[config.mk]
export PLATFORM = sky130hd
export DESIGN_NAME = hsv_param_ctrl
export DESIGN_NICKNAME = d
export VERILOG_FILES = /design/src/rtl/hsv_param_ctrl.sv
export SDC_FILE = /design/constraint.sdc
export NUM_CORES = 1
export LEC_CHECK = 0
export CAP_MARGIN = 20
export CORE_MARGIN = 2
export CORE_UTILIZATION = 40
export CTS_CLUSTER_SIZE = 12
export DETAILED_ROUTE_END_ITERATION = 12
export DONT_BUFFER_PORTS = 1
export HOLD_SLACK_MARGIN = 0.06
export PLACE_DENSITY_LB_ADDON = 0.1
export RECOVER_POWER = 50
export SLEW_MARGIN = 25
export SYNTH_ARGS = -nofsm -noshare
export SYNTH_HDL_FRONTEND = slang
export SYNTH_SLANG_ARGS = --single-unit
[constraint.sdc]
create_clock -name clk -period 4.59 [get_ports clk]
set_clock_uncertainty 0.2 [all_clocks]
set_input_delay 0.6885 -clock clk [delete_from_list [all_inputs] [get_ports clk]]
set_output_delay 0.6885 -clock clk [all_outputs]
set_load 0.05 [all_outputs]
[src/rtl/hsv_param_ctrl.sv]
// HsvParamCtrl: button and auto-rotation driven HSV parameter controller.
//
// Three channels (Hue, Saturation, Value) are each adjusted by a pair of
// raw push buttons. Every button is synchronised and debounced, then a
// per-channel state machine turns the held command into one immediate
// step followed, after a hold delay, by periodic auto-repeat steps. Hue
// wraps around its range, while Saturation and Value clamp at their ends.
// Hue can also rotate on its own from a free-running timer when sw_auto
// is set and no Hue button is in use.
//
// Ports:
//   clk        - single clock, all state changes on its rising edge
//   reset      - asynchronous, active-low reset
//   btn_up     - raw increment buttons {Value, Saturation, Hue}
//   btn_dn     - raw decrement buttons, same bit mapping as btn_up
//   sw_auto    - enables automatic Hue rotation
//   sw_dir     - automatic rotation direction, 0 = up, 1 = down
//   Hue        - current hue, registered
//   Saturation - current saturation, registered
//   Value      - current value, registered
//   step_evt   - one-cycle pulse per channel when its output changes
module hsv_param_ctrl #(
   parameter int W        = 9,
   parameter int HUE_MAX  = 359,
   parameter int SV_MAX   = 100,
   parameter int DB_CYC   = 1000000,
   parameter int RPT_DLY  = 25000000,
   parameter int RPT_PER  = 5000000,
   parameter int AUTO_PER = 1048576
) (
   input  logic         clk,
   input  logic         reset,
   input  logic [2:0]   btn_up,
   input  logic [2:0]   btn_dn,
   input  logic         sw_auto,
   input  logic         sw_dir,
   output logic [W-1:0] Hue,
   output logic [W-1:0] Saturation,
   output logic [W-1:0] Value,
   output logic [2:0]   step_evt
);

   localparam int DBW  = $clog2(DB_CYC + 1);
   localparam int TMAX = (RPT_DLY > RPT_PER) ? RPT_DLY : RPT_PER;
   localparam int TW   = $clog2(TMAX + 1);
   localparam int AW   = $clog2(AUTO_PER + 1);

   typedef enum logic [1:0] {IDLE, FIRST, WAIT, REPEAT} state_t;

   logic [5:0]     meta;
   logic [5:0]     sync;
   logic [5:0]     db;
   logic [DBW-1:0] dbCnt [6];

   logic [2:0]     cmdValid;
   logic [2:0]     cmdDown;
   logic [2:0]     sameDir;
   logic [2:0]     stepReq;
   logic [2:0]     dirDown;
   state_t         state [3];
   logic [TW-1:0]  timer [3];

   logic [AW-1:0]  autoCnt;
   logic           autoRun;
   logic           autoTick;
   logic           hueStep;
   logic           hueDown;

   logic [W-1:0]   hueNext;
   logic [W-1:0]   satNext;
   logic [W-1:0]   valNext;

   // Two-flop synchroniser for all six raw buttons. Bits 2:0 carry the
   // up buttons and bits 5:3 the down buttons. Reset clears them to
   // released so held buttons look freshly pressed once reset lifts.
   always_ff @(posedge clk or negedge reset) begin
      if (!reset) begin
         meta <= '0;
         sync <= '0;
      end else begin
         meta <= {btn_dn, btn_up};
         sync <= meta;
      end
   end

   // Debouncer: a new level is taken only after DB_CYC consecutive
   // synchronised samples that differ from the accepted level. Any sample
   // that agrees with the accepted level restarts the count, so short
   // glitches never get through.
   always_ff @(posedge clk or negedge reset) begin
      if (!reset) begin
         db <= '0;
         for (int i = 0; i < 6; i++) begin
            dbCnt[i] <= '0;
         end
      end else begin
         for (int i = 0; i < 6; i++) begin
            if (sync[i] == db[i]) begin
               dbCnt[i] <= '0;
            end else if (dbCnt[i] == DBW'(DB_CYC - 1)) begin
               db[i]    <= sync[i];
               dbCnt[i] <= '0;
            end else begin
               dbCnt[i] <= dbCnt[i] + 1'b1;
            end
         end
      end
   end

   // Decode each channel's debounced command. Exactly one button held is
   // a valid command; both or neither means no command. sameDir says the
   // command still matches the direction latched when the press started,
   // which is what keeps a state machine out of IDLE.
   always_comb begin
      cmdValid = db[2:0] ^ db[5:3];
      cmdDown  = db[5:3];
      sameDir  = '0;
      stepReq  = '0;
      for (int c = 0; c < 3; c++) begin
         sameDir[c] = cmdValid[c] && (cmdDown[c] == dirDown[c]);
         case (state[c])
            FIRST:   stepReq[c] = sameDir[c];
            REPEAT:  stepReq[c] = sameDir[c] && (timer[c] == TW'(RPT_PER - 1));
            default: stepReq[c] = 1'b0;
         endcase
      end
   end

   // Per-channel press/hold state machine. FIRST issues the immediate
   // step, WAIT burns the hold delay, and REPEAT steps once per period.
   // Releasing the button or reversing direction mid-press drops back to
   // IDLE and clears the timer, so a reversal needs a fresh press.
   always_ff @(posedge clk or negedge reset) begin
      if (!reset) begin
         dirDown <= '0;
         for (int c = 0; c < 3; c++) begin
            state[c] <= IDLE;
            timer[c] <= '0;
         end
      end else begin
         for (int c = 0; c < 3; c++) begin
            case (state[c])
               IDLE: begin
                  timer[c] <= '0;
                  if (cmdValid[c]) begin
                     state[c]   <= FIRST;
                     dirDown[c] <= cmdDown[c];
                  end
               end
               FIRST: begin
                  timer[c] <= '0;
                  state[c] <= sameDir[c] ? WAIT : IDLE;
               end
               WAIT: begin
                  if (!sameDir[c]) begin
                     state[c] <= IDLE;
                     timer[c] <= '0;
                  end else if (timer[c] == TW'(RPT_DLY - 1)) begin
                     state[c] <= REPEAT;
                     timer[c] <= '0;
                  end else begin
                     timer[c] <= timer[c] + 1'b1;
                  end
               end
               REPEAT: begin
                  if (!sameDir[c]) begin
                     state[c] <= IDLE;
                     timer[c] <= '0;
                  end else if (timer[c] == TW'(RPT_PER - 1)) begin
                     timer[c] <= '0;
                  end else begin
                     timer[c] <= timer[c] + 1'b1;
                  end
               end
               default: begin
                  state[c] <= IDLE;
                  timer[c] <= '0;
               end
            endcase
         end
      end
   end

   // Automatic Hue rotation only runs while the Hue buttons are idle and
   // no new Hue command is arriving. A press landing on the same cycle as
   // a tick therefore suppresses the tick, and the counter starts over
   // from zero once the buttons are released again.
   always_comb begin
      autoRun  = sw_auto && (state[0] == IDLE) && !cmdValid[0];
      autoTick = autoRun && (autoCnt == AW'(AUTO_PER - 1));
   end

   // Free-running auto-rotation counter, held at zero whenever automatic
   // rotation is not allowed to run.
   always_ff @(posedge clk or negedge reset) begin
      if (!reset) begin
         autoCnt <= '0;
      end else if (!autoRun || autoTick) begin
         autoCnt <= '0;
      end else begin
         autoCnt <= autoCnt + 1'b1;
      end
   end

   // Next output values. Hue wraps at both ends of its range. Saturation
   // and Value hold at their limits, so a blocked step leaves the value
   // untouched and step_evt quiet. Button steps on Hue take priority over
   // the automatic direction.
   always_comb begin
      hueStep = stepReq[0] | autoTick;
      hueDown = stepReq[0] ? dirDown[0] : sw_dir;
      hueNext = Hue;
      satNext = Saturation;
      valNext = Value;
      if (hueStep) begin
         if (hueDown) begin
            hueNext = (Hue == '0) ? W'(HUE_MAX) : Hue - 1'b1;
         end else begin
            hueNext = (Hue >= W'(HUE_MAX)) ? '0 : Hue + 1'b1;
         end
      end
      if (stepReq[1]) begin
         if (dirDown[1]) begin
            satNext = (Saturation == '0) ? Saturation : Saturation - 1'b1;
         end else begin
            satNext = (Saturation >= W'(SV_MAX)) ? W'(SV_MAX) : Saturation + 1'b1;
         end
      end
      if (stepReq[2]) begin
         if (dirDown[2]) begin
            valNext = (Value == '0) ? Value : Value - 1'b1;
         end else begin
            valNext = (Value >= W'(SV_MAX)) ? W'(SV_MAX) : Value + 1'b1;
         end
      end
   end

   // Output registers. step_evt is raised only where the register
   // actually changes value in this update.
   always_ff @(posedge clk or negedge reset) begin
      if (!reset) begin
         Hue        <= '0;
         Saturation <= '0;
         Value      <= '0;
         step_evt   <= '0;
      end else begin
         Hue        <= hueNext;
         Saturation <= satNext;
         Value      <= valNext;
         step_evt   <= {valNext != Value, satNext != Saturation, hueNext != Hue};
      end
   end

endmodule

==> results of run 1 <==
[critical path, stage by stage, from the launching register on]
cell	delay [ps]
dfrtp_1	450
or4_1	510
or4_1	420
o41ai_2	290
nand3_1	480
o21ai_0	400
o41ai_2	120
[layout by cell type, fill, tap and decap left out, types with 6 or more instances in the layout]
cell	netlist	layout
a21oi_1	36	36
a31oi_1	9	8
and3_1	44	44
and4_1	13	13
clkbuf_16	0	37
clkbuf_8	0	10
dfrtp_1	273	273
dlygate4sd3_1	0	6
ha_1	18	18
inv_1	38	38
mux2_2	7	7
nand2_1	105	105
nand2b_1	7	7
nand3_1	108	108
nand4_1	36	36
nor2_1	279	279
nor2b_1	8	8
nor3_1	30	30
nor4_1	23	23
nor4b_1	8	8
o21ai_0	41	41
o22ai_1	6	6
or2_2	6	6
or3_1	20	20
or4_1	6	6
xnor2_1	83	83
xor2_1	106	106
[logic make-up (layout without fill, tap and decap cells)]
family,after synthesis,count (layout),synth area share [%]
simple gates,730,730,26.21
mux,10,10,0.7864
compound gates,154,154,7.493
flops,273,273,49.35
fa+ha+maj,18,18,1.627
xor+xnor,189,189,11.96
buf+inv,85,110,2.576
[report_power, final]
group	internal, W	switching [W]
clock	0.00168	0.00103
sequential	0.00243	0.0000178
combinational	0.0000234	0.0000371
total	0.00413	0.00108
[layer usage]
| layer | up-vias | part of all wire [%] | global-route usage (%) | routed length [um] |
|---|---|---|---|---|
| met1 | 4903 | 49 | 21.96 | 13460 |
| met3 | 42 | 4.2 | 2.933 | 1148 |
| li1 | 5064 | - | - | - |
| met2 | 158 | 45 | 25.00 | 12270 |
| met4 | 0 | 1.9 | 4.502 | 530 |
| met5 | - | 0 | 0 | 0 |
[per-stage QoR]
step	instances	area [um2]	hold WS [ps]	setup WS [ps]
final	1939	15460	-320.0	1568
after global routing	1939	15460	-351.7	1376
after CTS	1939	15460	-348.2	1557
after detailed placement	1873	14250	140.5	1574
after global placement	1873	14250	131.5	1644
after floorplan	1459	13840	131.2	1916
[cell type report]
type                    instances  area [um2]  share of cell area (%)
clock buffers                  51        1079                   6.974
clock inverters                 9       80.08                  0.5178
inverters                      39       146.4                  0.9466
multi-input cells            1101        6661                   43.07
flip-flops and latches        273        6832                   44.17
well taps                     455       569.3                   3.681
repair buffers                 11       97.59                  0.6311
[flip-flops by register name, summed over array words and instances (netlist names)]
register and flops:
timer 75, state 6, Value 9, Saturation 9, dirDown 3, Hue 9, dbCnt 120, meta 6
sync 6, autoCnt 21, db 6, step_evt 3
[worst min-delay path by stage]
stage,from,to,slack [ps],cells past startpoint
CTS,reset,dbCnt[73]$_DFF_PN0_,-350,0
detailed placement,meta[4]$_DFF_PN0_,sync[4]$_DFF_PN0_,140,0
global placement,meta[4]$_DFF_PN0_,sync[4]$_DFF_PN0_,130,0
global route,reset,dbCnt[73]$_DFF_PN0_,-350,0
finish,reset,dbCnt[69]$_DFF_PN0_,-320,0
floorplan,meta[0]$_DFF_PN0_,sync[0]$_DFF_PN0_,130,0
==> results.py, run 1 <==
metrics = {
    "grt": {
        "grt_pass1_vias": 9956,
        "grtUsageTotal_pct": 15.73,
        "grt_pass1_wl_um": 48260,
        "grt_max_degree": 274,
        "grt.overflow.total": 0,
        "antenna_found_initial": 0,
    },
    "setup_path": {
        "worstSetupStartpoint": "timer[13]$_DFF_PN0_",
        "rr_startpoint": "timer[13]$_DFF_PN0_",
        "reg2reg_to": "Value[2]$_DFF_PN0_",
        "crit_arrival_ps": 3180,
        "crit_type": "flip-flop to flip-flop",
        "worstPathRequired_ps": 4750,
        "start_kind": "flip-flop",
        "r2r_cells": 6,
        "end_kind": "flip-flop",
        "worstSetupEndpoint": "Value[2]$_DFF_PN0_",
        "crit_fanout": 13,
        "r2r_slack_ps": 1570,
    },
    "routing": {
        "vias": 10167,
        "route.antenna.remaining_nets": 0,
        "drt_iter0_drc": 463,
        "wl_per_cell_um": 14.13,
        "routed_via_density": 5.243,
        "routed_wl_um": 27400,
        "dr.pass1.iters": 6,
        "drc": 0,
    },
    "floorplan": {
        "io_pins": 40,
        "fp.dieW_um": 190.0,
        "rows": 68,
        "start_util_pct": 40.37,
        "coreArea_mm2": 0.03429,
        "dieArea_mm2": 0.03611,
        "die_y_um": 190.0,
    },
    "timing": {
        "rsz0062_at_grt": "no",
        "hold_viol": 273,
        "worst_slew_pin_slew_ps": 782.9,
        "fmaxAchievable_mhz": 330.9,
        "relSlewSlack_pct": 47.81,
        "slew_violations": 0,
        "fin_setup_tns_ps": 0,
        "min_period_ps": 3022,
        "hold-worst-slack_ps": -320.0,
        "finalCritPeriodShare_pct": 65.84,
        "finalSetupViolCount": 0,
    },
    "synth": {
        "synth_area_leader_cell": "dfrtp_1",
        "async_flop_share_pct": 100.0,
        "ys_warn_count": 0,
        "syn_area_mm2": 0.01384,
        "yosysSeqAreaShare_pct": 49.35,
        "synth_seq_cells": 273,
        "synth_top_area_share_pct": 49.35,
        "synthCells": 1459,
        "yosysMostFrequentCell": "nor2_1",
        "ys_types": 80,
        "synthTopCellsByCount": "279 x nor2_1, 273 x dfrtp_1, 108 x nand3_1, 106 x xor2_1, 105 x nand2_1",
        "synth_ff_type": "dfrtp_1",
        "synthesis.nets": 1487,
        "synth-edff-count": 0,
        "synth.avg_cell_area_um2": 9.488,
        "synth_top_cells_by_area": "dfrtp_1 49%, nor2_1 7.6%, xor2_1 6.7%",
    },
    "layout": {
        "layout.nets": 1488,
        "fill_cells": 3316,
        "final_core_utilization_pct": 45.10,
        "drive_gt1_share_pct": 6.671,
        "antenna_cells": 0,
        "area_delta_synth_final_pct": 11.71,
    },
    "clock_network": {
        "cts-root-buf": "clkbuf_16",
        "h-tree-depth": 2,
        "tritoncts": "built",
        "cts_made_buffers": 34,
        "cts_setup_buffers": 0,
        "clock_path_buffers": 3,
        "cts.sinks": 273,
        "clk_pin_slew_ps": 60,
        "cts_hold_buffers": 6,
        "insertion_delay_ps": 510,
        "post_cts_resized": 0,
    },
    "power_and_ir_drop": {
        "ir_drop_uv": 232.1,
        "p_leak_nw": 6.442,
        "total_power_w": 0.005213,
        "power.density_mw_per_mm2": 337.1,
    },
    "hold_path": {
        "hold_path.class": "input port to async pin",
    },
    "job": {
        "maxCapViolations": 0,
    },
    "status": {
        "status": "finished with violations",
        "violations": "hold timing",
    },
    "placement": {
        "io_buffers": 0,
        "hpwl_um": 17230,
        "place_congestion": 0.8086,
    },
}
(Power assumes the default switching activity.)
==> run 2: changes to the inputs <==
--- a/config.mk
+++ b/config.mk
@@ -5,6 +5,7 @@
 export SDC_FILE = /design/constraint.sdc
 export NUM_CORES = 1
 export LEC_CHECK = 0
+export ABC_AREA = 1
 export CAP_MARGIN = 20
 export CORE_MARGIN = 2
 export CORE_UTILIZATION = 40
==> constraint.sdc (replaced) <==
create_clock -name clk -period 3 [get_ports clk]
set_clock_uncertainty 0.2 [all_clocks]
set_input_delay 0.45 -clock clk [delete_from_list [all_inputs] [get_ports clk]]
set_output_delay 0.45 -clock clk [all_outputs]
set_load 0.05 [all_outputs]
==> run 2 against run 1 <==
Compared with the run above: largest cell class is now multi-input combinational cells; the run still ends with hold timing left; synthesized cell count increased by 36%; via count increased by 24%; non-clock buffer count up 17; utilization rose by 0.057 points; global-route usage up 1.3 points; highest routed layer unchanged; design area increased by 10%; final cell count increased by 32%.
==> results.py, run 2 <==
metrics = {
    "routing": {
        "route.antenna.remaining_nets": 0,
        "wl_per_cell_um": 12.84,
        "drc": 0,
        "dr.pass1.iters": 5,
        "vias": 12634,
        "drt_iter0_drc": 714,
        "routed_via_density": 4.941,
        "routed_wl_um": 32840,
    },
    "layout": {
        "largest_reg_flops": 120,
        "area_delta_synth_final_pct": 11.13,
        "final_cell_area_mm2": 0.01701,
        "layout.cells.non_filler": 2557,
        "top_register": "dbCnt",
        "antenna_cells": 0,
        "final_common_cell": "nand2_1",
        "mostFrequentLayoutCells": "356 x nand2_1, 306 x nor2_1, 286 x inv_1",
        "layout.nets": 2050,
        "drive_gt1_share_pct": 6.940,
        "largestRegisters": "dbCnt x120, timer x75, autoCnt x21",
    },
    "synth": {
        "synth_ff_type": "dfrtp_1",
        "synth_area_leader_cell": "dfrtp_1",
        "synthCells": 1990,
        "yosysMostFrequentCell": "nand2_1",
        "synth-edff-count": 0,
        "ys_types": 50,
        "synth.avg_cell_area_um2": 7.691,
        "synthesis.nets": 2018,
        "ys_warn_count": 0,
        "synthTopCellsByCount": "356 x nand2_1, 306 x nor2_1, 286 x inv_1, 273 x dfrtp_1, 152 x nand3_1",
        "synth_top_cells_by_area": "dfrtp_1 45%, nand2_1 8.7%, nor2_1 7.5%",
        "synth_top_area_share_pct": 44.63,
        "yosysSeqAreaShare_pct": 44.63,
        "synth_seq_cells": 273,
        "syn_area_mm2": 0.01531,
        "async_flop_share_pct": 100.0,
    },
    "placement": {
        "place_area_mm2": 0.01591,
        "place_congestion": 0.8984,
        "hpwl_um": 22660,
        "io_buffers": 0,
        "dpl.cell_count": 2492,
    },
    "timing": {
        "finalCritPeriodShare_pct": 84.95,
        "relSlewSlack_pct": 51.60,
        "slew_violations": 0,
        "min_period_ps": 2549,
        "fmaxAchievable_mhz": 392.4,
        "finalSetupViolCount": 0,
        "rsz0062_at_grt": "no",
        "hold_viol": 273,
        "hold-worst-slack_ps": -608.1,
        "worst_slew_pin_slew_ps": 726.0,
        "fin_setup_tns_ps": 0,
    },
    "clock_network": {
        "insertion_delay_ps": 570,
        "cts.sinks": 273,
        "cts_made_buffers": 31,
        "tritoncts": "built",
        "post_cts_resized": 0,
        "clk_pin_slew_ps": 60,
        "clock_path_buffers": 3,
        "cts-root-buf": "clkbuf_16",
        "cts_setup_buffers": 0,
        "cts_hold_buffers": 8,
        "h-tree-depth": 1,
    },
    "setup_path": {
        "start_kind": "flip-flop",
        "r2r_slack_ps": 450,
        "rr_startpoint": "dirDown[2]$_DFFE_PN0P_",
        "r2r_cells": 11,
        "crit_fanout": 16,
        "crit_type": "flip-flop to flip-flop",
        "worstPathRequired_ps": 3250,
        "reg2reg_to": "step_evt[2]$_DFF_PN0_",
        "end_kind": "flip-flop",
        "crit_arrival_ps": 2800,
    },
    "grt": {
        "antenna_found_initial": 0,
        "grt_pass1_wl_um": 57260,
        "grt_pass1_vias": 12185,
        "grt.overflow.total": 0,
        "grt_max_degree": 274,
        "grtUsageTotal_pct": 17.07,
    },
    "floorplan": {
        "rows": 71,
        "fp.dieW_um": 199.6,
        "start_util_pct": 40.64,
        "die_y_um": 199.6,
        "dieArea_mm2": 0.03985,
        "coreArea_mm2": 0.03767,
        "io_pins": 40,
    },
    "power_and_ir_drop": {
        "p_leak_nw": 7.552,
        "total_power_w": 0.007580,
        "ir_drop_uv": 374.7,
        "power.density_mw_per_mm2": 445.6,
    },
    "hold_path": {
        "hold_path.class": "input port to async pin",
    },
    "job": {
        "maxCapViolations": 0,
    },
    "status": {
        "violations": "hold timing",
        "status": "finished with violations",
    },
}
run 2: changes by cell type in the layout (fill, tap and decap cells not counted), moves of 33 or more:
cell     change
nand2_1    +251
inv_1      +248
xnor2_1     -50
nand3_1     +44
a21oi_1     +43
nor3_1      +41
and3_1      -33
o21ai_0     +33
run 2: power breakdown:
group / internal, W / total (W) / switching (W)
combinational: 0.0000414 / 0.000109 / 0.0000678
sequential: 0.00371 / 0.00374 / 0.0000210
clock: 0.00220 / 0.00374 / 0.00153
run 2: kinds of logic (layout without fill, tap and decap cells):
| group | Yosys count | after routing | share of synthesized area, % |
|---|---|---|---|
| DFF | 273 | 273 | 44.63 |
| AOI/OAI and AO/OA | 184 | 184 | 6.442 |
| muxes | 5 | 5 | 0.3678 |
| and+or+nand+nor | 1073 | 1073 | 32.10 |
| buffers and inverters | 321 | 377 | 8.346 |
| xor gates and xnor gates | 116 | 116 | 6.638 |
| adders and majority gates | 18 | 18 | 1.471 |
run 2: area by class of cell:
type | count | area, um2
Fill cell | 3837 | 20660
Multi-Input combinational cell | 1396 | 7197
Sequential cell | 273 | 6832
Inverter | 292 | 1096
Clock buffer | 46 | 922.1
Tap cell | 511 | 639.4
Timing Repair Buffer | 28 | 230.2
Clock inverter | 11 | 93.84
run 2: critical path: stages (launching register included):
cell	delay [ps]
dfrtp_1	620
inv_1	180
nand2_1	100
o21ai_1	80
inv_1	110
nand4_1	100
nand2_1	430
o21ai_0	230
o21ai_1	170
nand2_1	80
nand2_1	70
nand3_1	70
run 2: stage by stage:
stage               hold WS [ps]  util, %  setup WS, ps
finish                    -608.1    45.16         451.5
CTS                       -648.2    45.16         467.8
detailed placement        -28.60    42.25         465.6
global route              -642.5    45.16         170.7
floorplan                 -45.59        -         708.2
global placement          -27.58    42.25         543.2
run 2: worst max-delay path by stage:
stage,end,slack [ps],start
after floorplan,step_evt[2]$_DFF_PN0_,710,Value[0]$_DFF_PN0_
after global placement,step_evt[2]$_DFF_PN0_,540,dirDown[2]$_DFFE_PN0P_
after detailed placement,step_evt[2]$_DFF_PN0_,470,dirDown[2]$_DFFE_PN0P_
after CTS,step_evt[2]$_DFF_PN0_,470,dirDown[2]$_DFFE_PN0P_
after global routing,step_evt[2]$_DFF_PN0_,170,dirDown[2]$_DFFE_PN0P_
final,step_evt[2]$_DFF_PN0_,450,dirDown[2]$_DFFE_PN0P_
run 2: routing by layer:
| metal | global-route usage [%] | wire [um] | up-vias |
|---|---|---|---|
| met5 | 0 | 0 | - |
| met4 | 4.307 | 711 | 0 |
| met3 | 3.224 | 1488 | 61 |
| met2 | 28.29 | 14860 | 187 |
| met1 | 22.97 | 15780 | 5888 |
| li1 | - | - | 6498 |
==> run 3: changes to the inputs <==
--- a/config.mk
+++ b/config.mk
@@ -5,7 +5,7 @@
 export SDC_FILE = /design/constraint.sdc
 export NUM_CORES = 1
 export LEC_CHECK = 0
-export ABC_AREA = 1
+export ABC_AREA = 0
 export CAP_MARGIN = 20
 export CORE_MARGIN = 2
 export CORE_UTILIZATION = 40
==> constraint.sdc (replaced) <==
create_clock -name clk -period 2.05 [get_ports clk]
set_clock_uncertainty 0.2 [all_clocks]
set_input_delay 0.3075 -clock clk [delete_from_list [all_inputs] [get_ports clk]]
set_output_delay 0.3075 -clock clk [all_outputs]
set_load 0.05 [all_outputs]
==> run 3 against run 2 <==
Compared with the run above: the run ends with hold timing, setup timing left; via count decreased by 10%; fmax decreased by 3.6%; register-to-register slack got worse by 1000 ps; non-clock buffer count increased by 271; design area increased by 9.5%; power increased by 52%; die area decreased by 9.4%; combinational power increased by 87%; clock-buffer cell count increased by 1; highest routed layer unchanged.
==> results.py, run 3 (same netlist as run 1, synthesis figures left out) <==
metrics = {
    "status": {
        "status": "finished with violations",
        "violations": "hold timing, setup timing",
    },
    "placement": {
        "hpwl_um": 19920,
        "io_buffers": 0,
        "dp_slack_ps": -647.0,
        "dpl.cell_count": 2131,
        "place_congestion": 0.7998,
    },
    "grt": {
        "grt_max_degree": 274,
        "grt_pass1_wl_um": 53590,
        "grt.overflow.total": 0,
        "grt_pass1_vias": 11336,
        "grtUsageTotal_pct": 17.53,
        "antenna_found_initial": 0,
    },
    "setup_path": {
        "end_kind": "flip-flop",
        "crit_chain": "or4_1, or4_4, o41ai_4, and3_4, buf_4, nand3_1, o21ai_1, a22oi_2",
        "cpPeakStageDelay_ps": 520,
        "worstSetupStartpoint": "timer[21]$_DFF_PN0_",
        "rr_startpoint": "timer[21]$_DFF_PN0_",
        "start_kind": "flip-flop",
        "crit_type": "flip-flop to flip-flop",
        "crit_arrival_ps": 2830,
        "worstPathRequired_ps": 2230,
        "critPathSlowestCell": "or4_1",
        "crit_fanout": 5,
        "crit_family": "simple AND/OR/NAND/NOR gates",
        "worst-path-buf-inv": 1,
    },
    "clock_network": {
        "tritoncts": "built",
        "insertion_delay_ps": 510,
        "cts-root-buf": "clkbuf_16",
        "cts.sinks": 273,
        "cts_made_buffers": 34,
        "h-tree-depth": 2,
        "clk_pin_slew_ps": 60,
        "clock_path_buffers": 3,
        "cts_hold_buffers": 7,
    },
    "layout": {
        "mostFrequentLayoutCells": "262 x dfrtp_1, 259 x buf_4, 242 x nor2_1",
        "layout.nets": 1779,
        "final_common_cell": "dfrtp_1",
        "drive_gt1_share_pct": 30.16,
        "antenna_cells": 0,
        "largestRegisters": "dbCnt x120, timer x75, autoCnt x21",
        "layout.cells.non_filler": 2232,
        "largest_reg_flops": 120,
        "top_register": "dbCnt",
        "fill_cells": 3048,
        "area_delta_synth_final_pct": 34.52,
    },
    "routing": {
        "drc": 0,
        "vias": 11350,
        "routed_wl_um": 31210,
        "wl_per_cell_um": 13.98,
        "route.antenna.remaining_nets": 0,
        "drt_iter0_drc": 503,
        "dr.pass1.iters": 4,
        "routed_via_density": 5.085,
    },
    "floorplan": {
        "io_pins": 40,
        "die_y_um": 190.0,
        "rows": 68,
        "coreArea_mm2": 0.03429,
        "start_util_pct": 40.37,
        "fp.dieW_um": 190.0,
        "dieArea_mm2": 0.03611,
    },
    "timing": {
        "fmaxAchievable_mhz": 378.2,
        "finalCritPeriodShare_pct": 129.0,
        "hold-worst-slack_ps": -698.6,
        "slew_violations": 0,
        "hold_viol": 273,
        "relSlewSlack_pct": 69.99,
        "finalSetupViolCount": 106,
        "rsz0062_at_grt": "yes",
        "min_period_ps": 2644,
        "setup_slack_ps": -594.5,
        "worst_slew_pin_slew_ps": 450.4,
    },
    "power_and_ir_drop": {
        "p_leak_nw": 8.122,
        "total_power_w": 0.01150,
        "power.density_mw_per_mm2": 617.4,
        "ir_drop_uv": 527.2,
    },
    "hold_path": {
        "hold_path.class": "input port to async pin",
    },
    "job": {
        "maxCapViolations": 0,
    },
}
==> run 3: worst paths after layout <==
path                                           end  slack [ps]  depth (start not counted)
max in group asynchronous  Saturation[0]$_DFF_PN0_        1960                          0
max                             Value[5]$_DFF_PN0_        -590                          8
min                            timer[18]$_DFF_PN0_        -700                          0
max reg2reg                     Value[5]$_DFF_PN0_        -590                          8
min in group clk                 meta[1]$_DFF_PN0_         150                          1
min reg2reg                      sync[4]$_DFF_PN0_         150                          0
==> run 3: what timing repair did <==
item / in CTS / in global routing
cloned: 6 / 3
resized for setup: 83 / 125
setup endpoints to repair: 107 / 180
setup buffers: 16 / 17
pin swaps: 44 / 44
endpoints found under the hold margin: 282 / 273
==> run 3: metal layers <==
metal / GRT usage, % / wire length [um] / vias up
li1: - / - / 5662
met1: 24.44 / 15080 / 5504
met2: 28.24 / 14410 / 143
met3: 2.988 / 1121 / 41
met4: 4.800 / 598 / 0
met5: 0 / 0 / -
==> run 3: power breakdown <==
part           leakage [nW]  total [W]  switching [W]  internal, W
clock                 0.539    0.00582        0.00235      0.00347
combinational          3.85   0.000204       0.000107    0.0000977
sequential             3.73    0.00547      0.0000354      0.00544
total                  8.12     0.0115        0.00250      0.00900
==> run 3: layout make-up <==
class                      count  area [um2]  share of cell area, %
clock buffer                  47       969.7                  5.207
clock inverter                15       130.1                 0.6988
inverter                      39       151.4                 0.8130
multi-input combinational   1104        7507                  40.31
sequential                   273        6845                  36.76
tap                          455       569.3                  3.057
timing repair buffer         299        2449                  13.15
==> run 3: through the flow <==
step / instance area, um2 / util (%) / hold slack, ps / TNS [ps]
finish: 18620 / 54.31 / -698.6 / -39050
CTS: 18110 / 52.83 / -719.0 / -38090
global route: 18620 / 54.31 / -732.5 / -51160
detailed placement: 16430 / 47.92 / -173.4 / -37270
floorplan: 14140 / - / -188.1 / -24080
global placement: 16430 / 47.92 / -173.8 / -32860
